[src/rtl/data_cache.sv]
// data_cache: direct-mapped, write-back, write-allocate byte cache.
// CPU side: READ/WRITE/ADDRESS/WRITEDATA -> READDATA/BUSYWAIT (stall).
// Memory side: MEM_READ/MEM_WRITE/MEM_ADDRESS/MEM_WRITEDATA -> 32-bit
// MEM_READDATA with MEM_BUSYWAIT; low at an edge completes the block op.
// CLK rising edge; RESET synchronous active-low; byte0 in bits [7:0].
`timescale 1ns/1ps
module data_cache #(
    parameter int INDEX_BITS = 3
) (
    input  logic        CLK,
    input  logic        RESET,
    input  logic        READ,
    input  logic        WRITE,
    input  logic [7:0]  ADDRESS,
    input  logic [7:0]  WRITEDATA,
    output logic [7:0]  READDATA,
    output logic        BUSYWAIT,
    output logic        MEM_READ,
    output logic        MEM_WRITE,
    output logic [5:0]  MEM_ADDRESS,
    output logic [31:0] MEM_WRITEDATA,
    input  logic [31:0] MEM_READDATA,
    input  logic        MEM_BUSYWAIT
);
    localparam int TAG_BITS = 6 - INDEX_BITS;
    localparam int LINES    = 1 << INDEX_BITS;

    typedef enum logic [1:0] {
        IDLE,
        WRITEBACK,
        FETCH,
        UPDATE
    } state_t;

    state_t state_q, state_d;

    logic                served_q, served_d;
    logic [7:0]          readdata_q, readdata_d;
    logic [LINES-1:0]    valid_q, valid_d;
    logic [LINES-1:0]    dirty_q, dirty_d;
    logic [31:0]         fill_q, fill_d;
    logic                mem_read_q, mem_read_d;
    logic                mem_write_q, mem_write_d;
    logic [5:0]          mem_address_q, mem_address_d;
    logic [31:0]         mem_wdata_q, mem_wdata_d;

    logic [TAG_BITS-1:0] tag_q  [LINES];
    logic [31:0]         data_q [LINES];

    logic [TAG_BITS-1:0]   a_tag;
    logic [INDEX_BITS-1:0] idx;
    logic [1:0]            off;
    logic                  req;
    logic                  hit;
    logic                  line_we;
    logic                  byte_we;
    logic [7:0]            byte_sel;

    assign a_tag    = ADDRESS[7:2+INDEX_BITS];
    assign idx      = ADDRESS[2+INDEX_BITS-1:2];
    assign off      = ADDRESS[1:0];
    assign req      = READ | WRITE;
    assign hit      = valid_q[idx] && (tag_q[idx] == a_tag);
    assign byte_sel = data_q[idx][{off, 3'b000} +: 8];

    assign BUSYWAIT      = RESET & req & ~served_q;
    assign READDATA      = readdata_q;
    assign MEM_READ      = mem_read_q;
    assign MEM_WRITE     = mem_write_q;
    assign MEM_ADDRESS   = mem_address_q;
    assign MEM_WRITEDATA = mem_wdata_q;

    always_comb begin
        state_d    = state_q;
        served_d   = served_q;
        readdata_d = readdata_q;
        valid_d    = valid_q;
        dirty_d    = dirty_q;
        fill_d     = fill_q;
        line_we    = 1'b0;
        byte_we    = 1'b0;

        // served only re-arms once the CPU has dropped its request
        if (!req) begin
            served_d = 1'b0;
        end

        unique case (state_q)
            IDLE: begin
                if (req && !served_q) begin
                    if (hit) begin
                        served_d = 1'b1;
                        if (READ) begin
                            readdata_d = byte_sel;
                        end else begin
                            byte_we      = 1'b1;
                            dirty_d[idx] = 1'b1;
                        end
                    end else if (dirty_q[idx]) begin
                        state_d = WRITEBACK;
                    end else begin
                        state_d = FETCH;
                    end
                end
            end
            WRITEBACK: begin
                if (!MEM_BUSYWAIT) begin
                    state_d = FETCH;
                end
            end
            FETCH: begin
                if (!MEM_BUSYWAIT) begin
                    fill_d  = MEM_READDATA;
                    state_d = UPDATE;
                end
            end
            UPDATE: begin
                line_we      = 1'b1;
                valid_d[idx] = 1'b1;
                dirty_d[idx] = 1'b0;
                state_d      = IDLE;
            end
            default: state_d = IDLE;
        endcase

        line_we = line_we & RESET;
        byte_we = byte_we & RESET;
    end

    // memory strobes follow the state being entered so they are registered
    always_comb begin
        mem_read_d    = 1'b0;
        mem_write_d   = 1'b0;
        mem_address_d = '0;
        mem_wdata_d   = '0;
        unique case (1'b1)
            (state_d == WRITEBACK): begin
                mem_write_d   = 1'b1;
                mem_address_d = {tag_q[idx], idx};
                mem_wdata_d   = data_q[idx];
            end
            (state_d == FETCH): begin
                mem_read_d    = 1'b1;
                mem_address_d = {a_tag, idx};
            end
            default: begin
                mem_read_d = 1'b0;
            end
        endcase
    end

    always_ff @(posedge CLK) begin
        if (!RESET) begin
            state_q       <= IDLE;
            served_q      <= 1'b0;
            readdata_q    <= '0;
            valid_q       <= '0;
            dirty_q       <= '0;
            fill_q        <= '0;
            mem_read_q    <= 1'b0;
            mem_write_q   <= 1'b0;
            mem_address_q <= '0;
            mem_wdata_q   <= '0;
        end else begin
            state_q       <= state_d;
            served_q      <= served_d;
            readdata_q    <= readdata_d;
            valid_q       <= valid_d;
            dirty_q       <= dirty_d;
            fill_q        <= fill_d;
            mem_read_q    <= mem_read_d;
            mem_write_q   <= mem_write_d;
            mem_address_q <= mem_address_d;
            mem_wdata_q   <= mem_wdata_d;
        end
    end

    // tag/data arrays are never cleared; valid bits guard them
    always_ff @(posedge CLK) begin
        if (line_we) begin
            tag_q[idx]  <= a_tag;
            data_q[idx] <= fill_q;
        end else if (byte_we) begin
            data_q[idx][{off, 3'b000} +: 8] <= WRITEDATA;
        end
    end
endmodule

[config.mk]
export PLATFORM = sky130hd
export DESIGN_NAME = data_cache
export DESIGN_NICKNAME = d
export VERILOG_FILES = /design/src/rtl/data_cache.sv
export SDC_FILE = /design/constraint.sdc
export NUM_CORES = 1
export LEC_CHECK = 0
export ABC_AREA = 1
export BUFFER_PORTS_ARGS = -buffer_cell sky130_fd_sc_hd__buf_2
export CORE_MARGIN = 4
export CORE_UTILIZATION = 54
export DETAILED_ROUTE_END_ITERATION = 7
export PLACE_DENSITY = 0.75
export SLEW_MARGIN = 30
export SYNTH_ARGS = -nofsm -noshare
export SYNTH_HDL_FRONTEND = slang
export SYNTH_SLANG_ARGS = --single-unit
[constraint.sdc]
create_clock -name CLK -period 3.1 [get_ports CLK]
set_clock_uncertainty 0.1 [all_clocks]
set_input_delay 0.775 -clock CLK [delete_from_list [all_inputs] [get_ports CLK]]
set_output_delay 0.775 -clock CLK [all_outputs]
set_load 0.01 [all_outputs]
-- Word level (Yosys, flattened, before mapping)
Memory sizes are Yosys's and may differ from the RTL's.
Index checks and enable logic that the tools add are counted.
- bits in registers: 99
- bits in latches: 0
- memory bits (writable): 280
- word-level logic and storage cells: 145
- bits in read-only memories: 0
- input port bits: 53
- memories kept: 2
- output and inout port bits: 49
- shift operators: 3
- reductions and logical operators: 10
- $mul: 0
- equality and inequality tests: 9
- order comparisons: 2
- div/mod/pow operators: 0
- bitwise logic cells: 43
- mux-type cells: 65
- add/sub/neg operators: 1
- memory list (memory ; depth ; bits a word ; read ports ; clocked after memory_dff ; write ports ; RTL line ; text):
    data_q ; 8 ; 32 ; 1 ; 0 ; 1 ; 48 ; logic [31:0] data_q [LINES];
    tag_q ; 8 ; 3 ; 1 ; 0 ; 1 ; 47 ; logic [TAG_BITS-1:0] tag_q [LINES];
- operators by type and width (cell ; number):
    $mux W1 ; 50
    $or A1 B1 Y1 ; 33
    $mux W32 ; 1
    $shift A8 B7 Y32 const A ; 1
    $shiftx A32 B6 Y8 ; 1
    $shiftx A8 B7 Y32 ; 1
    $mux W8 ; 3
    $or A8 B8 Y8 ; 2
    $pmux W8 S2 ; 1
    $pmux W6 S2 ; 1
    $mux W2 ; 5
    $and A8 B8 Y8 ; 1
    $not A8 Y8 ; 1
    $pmux W2 S4 ; 1
    $reduce_and A4 Y1 ; 2
    $neg A5 Y7 ; 1
    $bmux W1 S3 ; 2
    $eq A2 B2 Y1 const B ; 3
    $ne A2 B2 Y1 const B ; 3
    $and A1 B1 Y1 ; 4
    $eq A2 B1 Y1 const B ; 2
    $lt A3 B4 Y1 const B ; 1
    $reduce_and A2 Y1 ; 2
    $demux W1 S3 ; 1
    other kinds (7) ; 10

-- Longest topological paths before layout
Gate-level depths: netlist (run 1).
- depth after elaboration: 11
- depth in mapped cells: 20
- mapped depth without buffers: 18

-- Worst setup path after synthesis (run 1)
No wires, ideal clock.
- kind: input port to flip-flop
- start point: input port ADDRESS[2]
- end point: register mem_address_q[0] (netlist: MEM_ADDRESS[0])
- library setup time: 0.078 ns
- stages: 16
- data required time: 2.922 ns
- path buffers: 4
- arrival: 3.016 ns
- setup slack: -0.094 ns
- path through: buf_4 -> inv_2 -> buf_2 -> nor2_1 -> clkbuf_1 -> a22oi_1 -> nand4_1 -> nor2_1 -> nand2_1 -> nand2_1 -> nand2_1 -> inv_1 -> ha_1 -> or2_2 -> clkbuf_1 -> nor3_1
- longest elaborated chain between the ends: 8
- elaborated cells on any way between the ends: 14
- those cells by class: 3 x eq/ne; 9 x mux; 1 x reduce/logical; 1 x memory
- ends and longest elaborated chain (element ; RTL line ; text):
    from (decl) ; 14 ; input logic [7:0] ADDRESS,
    $mem_v2 Z8 W3, or another cell as far along ; -- ;
    $eq A3 B3 Y1, or another cell as far along ; 63 ; assign hit = valid_q[idx] && (tag_q[idx] == a_tag);
    $logic_and A1 B1 Y1 / $mux W2 (equally long branches) ; 63, 99 ;
    $mux W2 * ; 91 ; if (hit) begin
    $mux W2 * ; 90 ; if (req && !served_q) begin
    $pmux W2 S4 * ; 88 ; unique case (state_q)
    net state_d[1] ; 35 ; state_t state_q, state_d;
    $eq A2 B2 Y1 / $eq A2 B1 Y1 (equally long branches) ; 142, 137 ;
    $pmux W6 S2 * ; 136 ; unique case (1'b1)
    to (signal assigned) ; 173 ; mem_address_q <= mem_address_d;
    to (decl) ; 44 ; logic [5:0] mem_address_q, mem_address_d;
The timed path passes the listed nets; every way through them passes the cells marked *. The select of a mux whose other input is x is not followed.
A chain may end at the register's enable or synchronous reset.

-- Worst setup path in the final report (run 1)
- start point: input port ADDRESS[2]
- end point: memory data_q[1][4] (enable)
- longest elaborated chain between the ends: 11
- elaborated cells on any way between the ends: 13
- those cells by class: 1 x eq/ne; 8 x mux; 2 x bitwise; 1 x reduce/logical; 1 x memory
- ends and longest elaborated chain (element ; RTL line ; text):
    $mem_v2 Z8 W3 / $bmux W1 S3 (equally long branches) ; -- ;
    $eq A3 B3 Y1 / $mux W1 (equally long branches) ; 63 ;
    $logic_and A1 B1 Y1 ; 63 ;
    $mux W1 ; 91 ;
    $mux W1 ; 90 ;
    $mux W1 ; 88 ;
    $and A1 B1 Y1 ; 127 ; byte_we = byte_we & RESET;
    $mux W1 ; 183 ; end else if (byte_we) begin
    $mux W1 ; 180 ; if (line_we) begin
    $mux W32 (not written as such) ; 184 ; data_q[idx][{off, 3'b000} +: 8] <= WRITEDATA;
    $or A1 B1 Y1 (no line) ; -- ;
    to (decl) ; 48 ;
Several ways; a longest one is shown, not always the timed one. The select of a mux whose other input is x is not followed.

==> results.sh, run 1 <==
export IMPL_critPathRequiredTime_ps=3240
export IMPL_fin_area_um2=18900
export IMPL_die_w_um=177
export IMPL_combPwrFrac=0.075
export IMPL_dp_cells=2070
export IMPL_area_growth_pct=21.8
export IMPL_syn_nets=1578
export IMPL_rsz0062_at_grt="false"
export IMPL_die_h_um=177
export IMPL_clkPwrFrac=0.433
export IMPL_r2r_slack_ps=530
export IMPL_dp_hpwl_mm=29.0
export IMPL_rows=61
export IMPL_tns_ps=0
export IMPL_path_class="in2reg"
export IMPL_ios=102
export IMPL_hold_start="fill_q[29]"
export IMPL_start_util=0.553
export IMPL_path_clk_slew_ps=60
export IMPL_endpoint_kind="register"
export IMPL_setup_violations=0
export IMPL_gp_congestion=0.913
export IMPL_cts_tree="built"
export IMPL_wirelength_mm=42.4
export IMPL_r2r_end="data_q[1][4]"
export IMPL_p_seq_frac=0.492
export IMPL_core_um2=28000
export IMPL_htreeDepth=2
export IMPL_p_per_area_nw_per_um2=598
export IMPL_cts_resized=0
export IMPL_numCtsBuffers=39
export IMPL_drc_errors=0
export IMPL_min_delay_path_depth=2
export IMPL_fin_util=0.674
export IMPL_vias=12100
export IMPL_grt_pass1_vias=11500
export IMPL_antenna_found_initial=0
export IMPL_async_flop_share=0
export IMPL_status="finished, final reports clean"
export IMPL_clock_latency_ps=530
export IMPL_synth_top_cells_by_area="edfxtp_1, dfxtp_1, nand2_1"
export IMPL_fmax_mhz=364
export IMPL_drv_slew=0
export IMPL_pre_cts_slack_ps=-152
export IMPL_yosysMostFrequentCell="nand2_1"
export IMPL_postCtsSetupRepairBufs=0
export IMPL_synth_commonest_cells="nand2_1, edfxtp_1, a21oi_1"
export IMPL_power_leakage_nw=7.73
export IMPL_cts_buffer_depth=3
export IMPL_cap_viol_max_count=0
export IMPL_synth_edf_count=280
export IMPL_layout_drive_gt1_share=0.188
export IMPL_die_area_um2=31500
export IMPL_hold_end="fill_q[29]"
export IMPL_via_per_inst=5.63
export IMPL_yosysTopAreaCellShare=0.543
export IMPL_ys_ff_latch=379
export IMPL_hold_violations=0
export IMPL_fin_crit_ps=2750
export IMPL_reg2reg_depth=10
export IMPL_arrival_ps=2890
export IMPL_routedWlPerCell_um=19.8
export IMPL_grt_total_usage=0.270
export IMPL_internal_power_mw=8.79
export IMPL_switching_share=0.222
export IMPL_layout_cells_non_filler=2141
export IMPL_grt_max_degree=65
export IMPL_diodes=0
export IMPL_fin_nets=1794
export IMPL_drtAntennaViolNets=0
export IMPL_p_sw_mw=2.50
export IMPL_setup_ws_ps=349
export IMPL_crit_fanout=21
export IMPL_cts_sinks=379
export IMPL_grt_overflow_total=0
export IMPL_hold_buffers=0
export IMPL_drtIter0Drc=1335
export IMPL_synthCells=1517
export IMPL_min_path_type="reg2reg"
export IMPL_ys_warn_count=0
export IMPL_portBuffers=101
export IMPL_ir_worst_vdd_mv=0.457
export IMPL_relSlewSlack=0.624
export IMPL_synth_top_flop_cell="edfxtp_1"
export IMPL_crit_reg2reg_launch="tag_q[7][0]"
export IMPL_yosysUniqueCellTypes=30
export IMPL_dr_pass1_iters=8
export IMPL_tightest_slew_ps=559
export IMPL_syn_area_um2=15500
export IMPL_synth_top_area_cell="edfxtp_1"
export IMPL_place_area_um2=17500
export IMPL_synth_seq_area_share=0.670
export IMPL_syn_area_per_cell_um2=10.2
export IMPL_min_period_over_period=0.887
export IMPL_startpoint_type="primary input"
export IMPL_grt_pass1_wl_mm=65.0
export IMPL_cts_root_buffer="clkbuf_16"
[logic make-up (layout without fill, tap and decap cells)]
| logic type | count (synthesis) | after routing | synth area share |
|---|---|---|---|
| adder cells (fa/ha/maj) | 8 | 8 | 0.00646 |
| AO/OA/AOI/OAI | 241 | 241 | 0.0860 |
| flip-flops | 379 | 379 | 0.670 |
| buffers and inverters | 192 | 438 | 0.0507 |
| AND/OR/NAND/NOR | 697 | 697 | 0.186 |
[stage by stage]
step	hold WS (ps)	total power [mW]
floorplan	324	6.07
global placement	335	6.47
detailed placement	341	6.49
CTS	350	11.3
global route	367	11.6
finish	346	11.3
[worst max-delay path, cell delays in order]
cell     delay (ps)
buf_2           110
buf_4           250
nand2_1          90
nand3_1          90
nand2_1          70
nor2_1          220
nor2_1           90
nor2_1          110
nand2_1          90
nor2_4          110
buf_12          130
nand4_4         170
a21oi_1         330
buf_4           230
[cell type report]
class / instances / area, um2
clock buffer: 56 / 1130
clock inverter: 15 / 228
fill: 2039 / 9140
inverter: 118 / 444
multi-input combinational: 946 / 4370
sequential: 379 / 10400
tap: 378 / 473
timing repair buffer: 249 / 1830
[power by group through the flow]
stage	Combinational (mW)	Clock (mW)	Sequential [mW]
after floorplan	0.413	0	5.66
after global placement	0.807	0	5.66
after detailed placement	0.826	0	5.66
after CTS	0.833	4.93	5.55
after global routing	0.922	5.16	5.56
final	0.849	4.89	5.55
[registers in the layout, summed over array words and instances (netlist names), named ones only]
name / count
MEM_ADDRESS: 6
MEM_READ: 1
MEM_WRITE: 1
MEM_WRITEDATA: 32
READDATA: 8
data_q: 256
fill_q: 32
served_q: 1
state_q: 2
tag_q: 24
valid_q: 8
[cell usage in the layout, fill, tap and decap left out, types with 8 or more instances in the layout]
cell	n
ha_1	8
buf_4	131
clkinv_1	8
clkbuf_1	10
nand2_1	440
a21oi_2	8
clkbuf_16	41
nor3_1	11
buf_2	101
inv_1	110
edfxtp_1	280
o21ai_0	66
dfxtp_1	99
a22o_1	23
a21oi_1	131
nand3_1	108
nor2_1	112
buf_12	17
[layer usage]
layer,vias up,track usage,routed length (um)
met4,0,0.102,1590
met1,5607,0.381,16600
met5,-,0,0
met2,780,0.418,19000
li1,5546,-,-
met3,118,0.0550,5190
[worst max path at each step]
stage               cells after the start             end  slack (ps)        from
floorplan                               8    data_q[2][0]         -50  ADDRESS[0]
global placement                       19  MEM_ADDRESS[2]         -50  ADDRESS[2]
detailed placement                     15   data_q[2][11]        -150  ADDRESS[2]
CTS                                    15    data_q[2][9]         370  ADDRESS[2]
global route                           19  MEM_ADDRESS[1]         130  ADDRESS[2]
finish                                 14    data_q[1][4]         350  ADDRESS[2]
Power figures use the tool's default switching activity.
==> run 2: changes to the inputs <==
- ABC_CLOCK_PERIOD_IN_PS: unset -> 3100
- REMOVE_ABC_BUFFERS: unset -> 1
- SETUP_SLACK_MARGIN: unset -> 0.15
==> results.sh, run 2 (synthesis results as in run 1) <==
export IMPL_critPathRequiredTime_ps=3440
export IMPL_hold_violations=0
export IMPL_startpoint_type="primary input"
export IMPL_endpoint_kind="register"
export IMPL_place_area_um2=17200
export IMPL_via_per_inst=5.66
export IMPL_ios=102
export IMPL_vias=12000
export IMPL_status="finished, final reports clean"
export IMPL_dp_cells=2042
export IMPL_rsz0062_at_grt="false"
export IMPL_multi_input_area_um2=4340
export IMPL_layout_cells_non_filler=2113
export IMPL_p_per_area_nw_per_um2=602
export IMPL_grt_pass1_wl_mm=67.2
export IMPL_path_clk_slew_ps=60
export IMPL_fmax_mhz=362
export IMPL_area_growth_pct=19.6
export IMPL_antenna_found_initial=0
export IMPL_arrival_ps=3100
export IMPL_cts_tree="built"
export IMPL_pre_cts_slack_ps=-190
export IMPL_fin_area_um2=18500
export IMPL_gp_congestion=0.986
export IMPL_setup_violations=0
export IMPL_numCtsBuffers=39
export IMPL_cts_root_buffer="clkbuf_16"
export IMPL_postCtsSetupRepairBufs=0
export IMPL_power_leakage_nw=7.58
export IMPL_grt_pass1_vias=11600
export IMPL_relSlewSlack=0.557
export IMPL_drtIter0Drc=1293
export IMPL_cts_sinks=379
export IMPL_cap_viol_max_count=0
export IMPL_drc_errors=0
export IMPL_fill_cells=2113
export IMPL_p_seq_frac=0.498
export IMPL_die_h_um=177
export IMPL_grt_overflow_total=0
export IMPL_seq_area_um2=10400
export IMPL_dp_hpwl_mm=29.9
export IMPL_dr_pass1_iters=6
export IMPL_diodes=0
export IMPL_core_um2=28000
export IMPL_p_sw_mw=2.46
export IMPL_path_class="in2reg"
export IMPL_tns_ps=0
export IMPL_fin_crit_ps=2770
export IMPL_internal_power_mw=8.70
export IMPL_switching_share=0.220
export IMPL_top_register="data_q"
export IMPL_wirelength_mm=44.8
export IMPL_routedWlPerCell_um=21.2
export IMPL_start_util=0.553
export IMPL_combPwrFrac=0.070
export IMPL_portBuffers=101
export IMPL_tightest_slew_ps=665
export IMPL_crit_fanout=11
export IMPL_htreeDepth=2
export IMPL_die_w_um=177
export IMPL_die_area_um2=31500
export IMPL_fin_total_pwr_mw=11.2
export IMPL_min_period_over_period=0.892
export IMPL_clkPwrFrac=0.433
export IMPL_clock_latency_ps=530
export IMPL_drv_slew=0
export IMPL_fin_nets=1766
export IMPL_rows=61
export IMPL_final_common_cell="nand2_1"
export IMPL_grt_total_usage=0.285
export IMPL_drtAntennaViolNets=0
export IMPL_hold_buffers=0
export IMPL_setup_ws_ps=334
export IMPL_min_path_type="reg2reg"
export IMPL_final_cell_mix="nand2_1, edfxtp_1, a21oi_1"
export IMPL_grt_max_degree=65
export IMPL_largest_reg_flops=256
export IMPL_reg2reg_depth=15
export IMPL_layout_drive_gt1_share=0.173
export IMPL_cts_buffer_depth=3
export IMPL_ir_worst_vdd_mv=0.518
export IMPL_min_delay_path_depth=2
## run 2: cell count changes in the layout (fill, tap and decap cells not counted), moves of 4 or more
cell / previous run / this run
buf_12: 17 / 11
a21oi_1: 131 / 139
a21oi_2: 8 / 0
clkbuf_1: 10 / 6
buf_4: 131 / 109
## run 2: final cells by class
type / instances / area share
clock buffers: 55 / 0.0625
clock inverters: 16 / 0.00999
inverters: 118 / 0.0239
multi-input cells: 946 / 0.234
flip-flops and latches: 379 / 0.561
well taps: 378 / 0.0255
repair buffers: 221 / 0.0833
## run 2: what timing repair did
action / 4_1_cts / 5_1_grt
endpoints found under the setup margin: 0 / 13
gates resized for setup: 0 / 2
endpoints found under the hold margin: 0 / 0
## run 2: worst paths after layout
path / startpoint / to / slack [ps]
worst max-delay path: ADDRESS[2] / MEM_ADDRESS[1] / 330
worst min-delay path: fill_q[17] / fill_q[17] / 340
worst max register to register: tag_q[1][1] / data_q[4][28] / 600
worst min register to register: fill_q[17] / fill_q[17] / 340
## run 2: worst max-delay path, stage by stage
cell     delay [ps]
buf_2           120
inv_2           200
buf_12          180
nand2_1          70
nand2_1          70
nand2_1          60
nand2_1          60
nand2_1          40
nand2_1          80
o21ai_0          80
nor2_1          170
nand2_1          90
nand2_1          80
nand2_1          50
nand2_1         100
inv_1            70
ha_1            270
or2_2           350
nor3_1          170
## run 2: per-layer routing
layer,routed length [um],part of all wire,vias up,global-route usage
met2,20300,0.45,759,0.443
met3,5330,0.12,180,0.0622
li1,-,-,5522,-
met5,0,0,-,0
met1,16800,0.38,5501,0.383
met4,2300,0.051,0,0.134
## run 2: metrics by stage
| stage | hold slack (ps) | utilization |
|---|---|---|
| CTS | 345 | 0.662 |
| floorplan | 323 | - |
| detailed placement | 336 | 0.614 |
| global route | 361 | 0.662 |
| finish | 342 | 0.662 |
| global placement | 332 | 0.614 |
## run 2: power by group through the flow
stage / Sequential, mW / Clock [mW] / Combinational, mW
finish: 5.56 / 4.83 / 0.777
global route: 5.56 / 5.10 / 0.840
CTS: 5.56 / 4.84 / 0.757
detailed placement: 5.67 / 0 / 0.751
global placement: 5.66 / 0 / 0.735
floorplan: 5.66 / 0 / 0.369
==> run 3: changes to the inputs <==
- ABC_CLOCK_PERIOD_IN_PS: 3100 -> 3500
- CORE_UTILIZATION: 54 -> 59
- PLACE_DENSITY: 0.75 -> 0.76
- clock period: 3.1 -> 3.5 ns (I/O delays scaled with it)
==> results.sh, run 3 (synthesis results as in run 1) <==
export IMPL_die_w_um=170
export IMPL_cts_buffer_depth=3
export IMPL_crit_reg2reg_launch="tag_q[7][0]"
export IMPL_reg2reg_depth=9
export IMPL_top_register="data_q"
export IMPL_path_class="in2reg"
export IMPL_via_per_inst=5.78
export IMPL_dr_pass1_iters=5
export IMPL_rows=59
export IMPL_dp_cells=1967
export IMPL_hold_violations=0
export IMPL_cts_root_buffer="clkbuf_16"
export IMPL_die_h_um=170
export IMPL_fmax_mhz=335
export IMPL_tightest_slew_ps=648
export IMPL_layout_cells_non_filler=2037
export IMPL_fin_nets=1734
export IMPL_fin_crit_ps=2990
export IMPL_grt_overflow_total=0
export IMPL_fill_cells=1883
export IMPL_htreeDepth=2
export IMPL_startpoint_type="primary input"
export IMPL_path_clk_slew_ps=60
export IMPL_drc_errors=0
export IMPL_cts_tree="built"
export IMPL_fin_util=0.699
export IMPL_critPathRequiredTime_ps=3620
export IMPL_crit_path_start="ADDRESS[2]"
export IMPL_antenna_found_initial=0
export IMPL_ios=102
export IMPL_portBuffers=101
export IMPL_drtIter0Drc=1448
export IMPL_core_um2=26000
export IMPL_diodes=0
export IMPL_r2r_end="data_q[5][22]"
export IMPL_status="finished, final reports clean"
export IMPL_r2r_slack_ps=850
export IMPL_drv_slew=0
export IMPL_area_growth_pct=17.2
export IMPL_routedWlPerCell_um=21.1
export IMPL_numCtsBuffers=39
export IMPL_layout_drive_gt1_share=0.153
export IMPL_clock_latency_ps=520
export IMPL_postCtsSetupRepairBufs=0
export IMPL_final_cell_mix="nand2_1, edfxtp_1, a21oi_1"
export IMPL_ir_worst_vdd_mv=0.447
export IMPL_setup_violations=0
export IMPL_grt_pass1_wl_mm=65.1
export IMPL_die_area_um2=28900
export IMPL_min_path_type="reg2reg"
export IMPL_p_per_area_nw_per_um2=540
export IMPL_dp_hpwl_mm=28.1
export IMPL_min_period_over_period=0.854
export IMPL_hold_buffers=0
export IMPL_grt_total_usage=0.297
export IMPL_largest_reg_flops=256
export IMPL_cts_resized=0
export IMPL_endpoint_kind="register"
export IMPL_relSlewSlack=0.568
export IMPL_grt_max_degree=65
export IMPL_cap_viol_max_count=0
export IMPL_cts_sinks=379
export IMPL_vias=11800
export IMPL_multi_input_area_um2=4340
export IMPL_gp_congestion=1.00
export IMPL_seq_area_um2=10400
export IMPL_crit_fanout=13
export IMPL_final_common_cell="nand2_1"
export IMPL_power_leakage_nw=7.39
export IMPL_grt_pass1_vias=11400
export IMPL_wirelength_mm=42.9
export IMPL_rsz0062_at_grt="false"
export IMPL_drtAntennaViolNets=0
export IMPL_arrival_ps=3110
export IMPL_start_util=0.596
export IMPL_crit_path_end="data_q[5][22]"
export IMPL_fin_total_pwr_mw=9.81
==> run 3: power by group <==
| group | leakage, nW | internal (mW) | switching, mW |
|---|---|---|---|
| clock network | 0.643 | 2.58 | 1.65 |
| registers | 3.37 | 4.89 | 0.0279 |
| logic | 3.37 | 0.187 | 0.468 |
| total | 7.39 | 7.66 | 2.15 |
==> run 3: area by class of cell <==
type,instances,area share
clock inverter,10,0.00923
sequential,379,0.572
inverter,118,0.0244
tap,335,0.0231
timing repair buffer,189,0.0690
multi-input combinational,946,0.239
clock buffer,60,0.0637
==> run 3: worst min-delay path by stage <==
| stage | from | end | slack, ps | cells past startpoint |
|---|---|---|---|---|
| detailed placement | fill_q[7] | fill_q[7] | 340 | 2 |
| finish | fill_q[12] | fill_q[12] | 340 | 2 |
| global route | fill_q[7] | fill_q[7] | 370 | 2 |
| CTS | fill_q[7] | fill_q[7] | 350 | 2 |
| floorplan | valid_q[1] | valid_q[1] | 320 | 2 |
| global placement | fill_q[7] | fill_q[7] | 330 | 2 |
==> run 3: stage by stage <==
stage / worst slack (ps) / hold WS [ps] / TNS, ps / cell area, um2
after detailed placement: 4.92 / 337 / 0 / 16800
after global routing: 245 / 366 / 0 / 18200
final: 512 / 344 / 0 / 18200
after floorplan: -293 / 323 / -8150 / 15200
after global placement: 61.3 / 333 / 0 / 16800
after CTS: 545 / 346 / 0 / 18200
==> run 3: worst max-delay path: stages <==
cell and delay, ps:
buf_2 130, inv_2 180, buf_12 170, nand2_1 50, nand3_1 70, nand2_1 50
nor2_1 220, nor2_1 70, nor2_1 100, nand2_1 90, nor2_4 310, nand4_4 280
a21oi_1 280, buf_4 240
==> run 3: per-layer routing <==
metal  vias up  wire (um)  GRT usage
met5         -          0          0
met4         0       1940      0.131
met3       141       4490     0.0548
met2       688      19900      0.466
met1      5500      16500      0.410
li1       5436          -          -
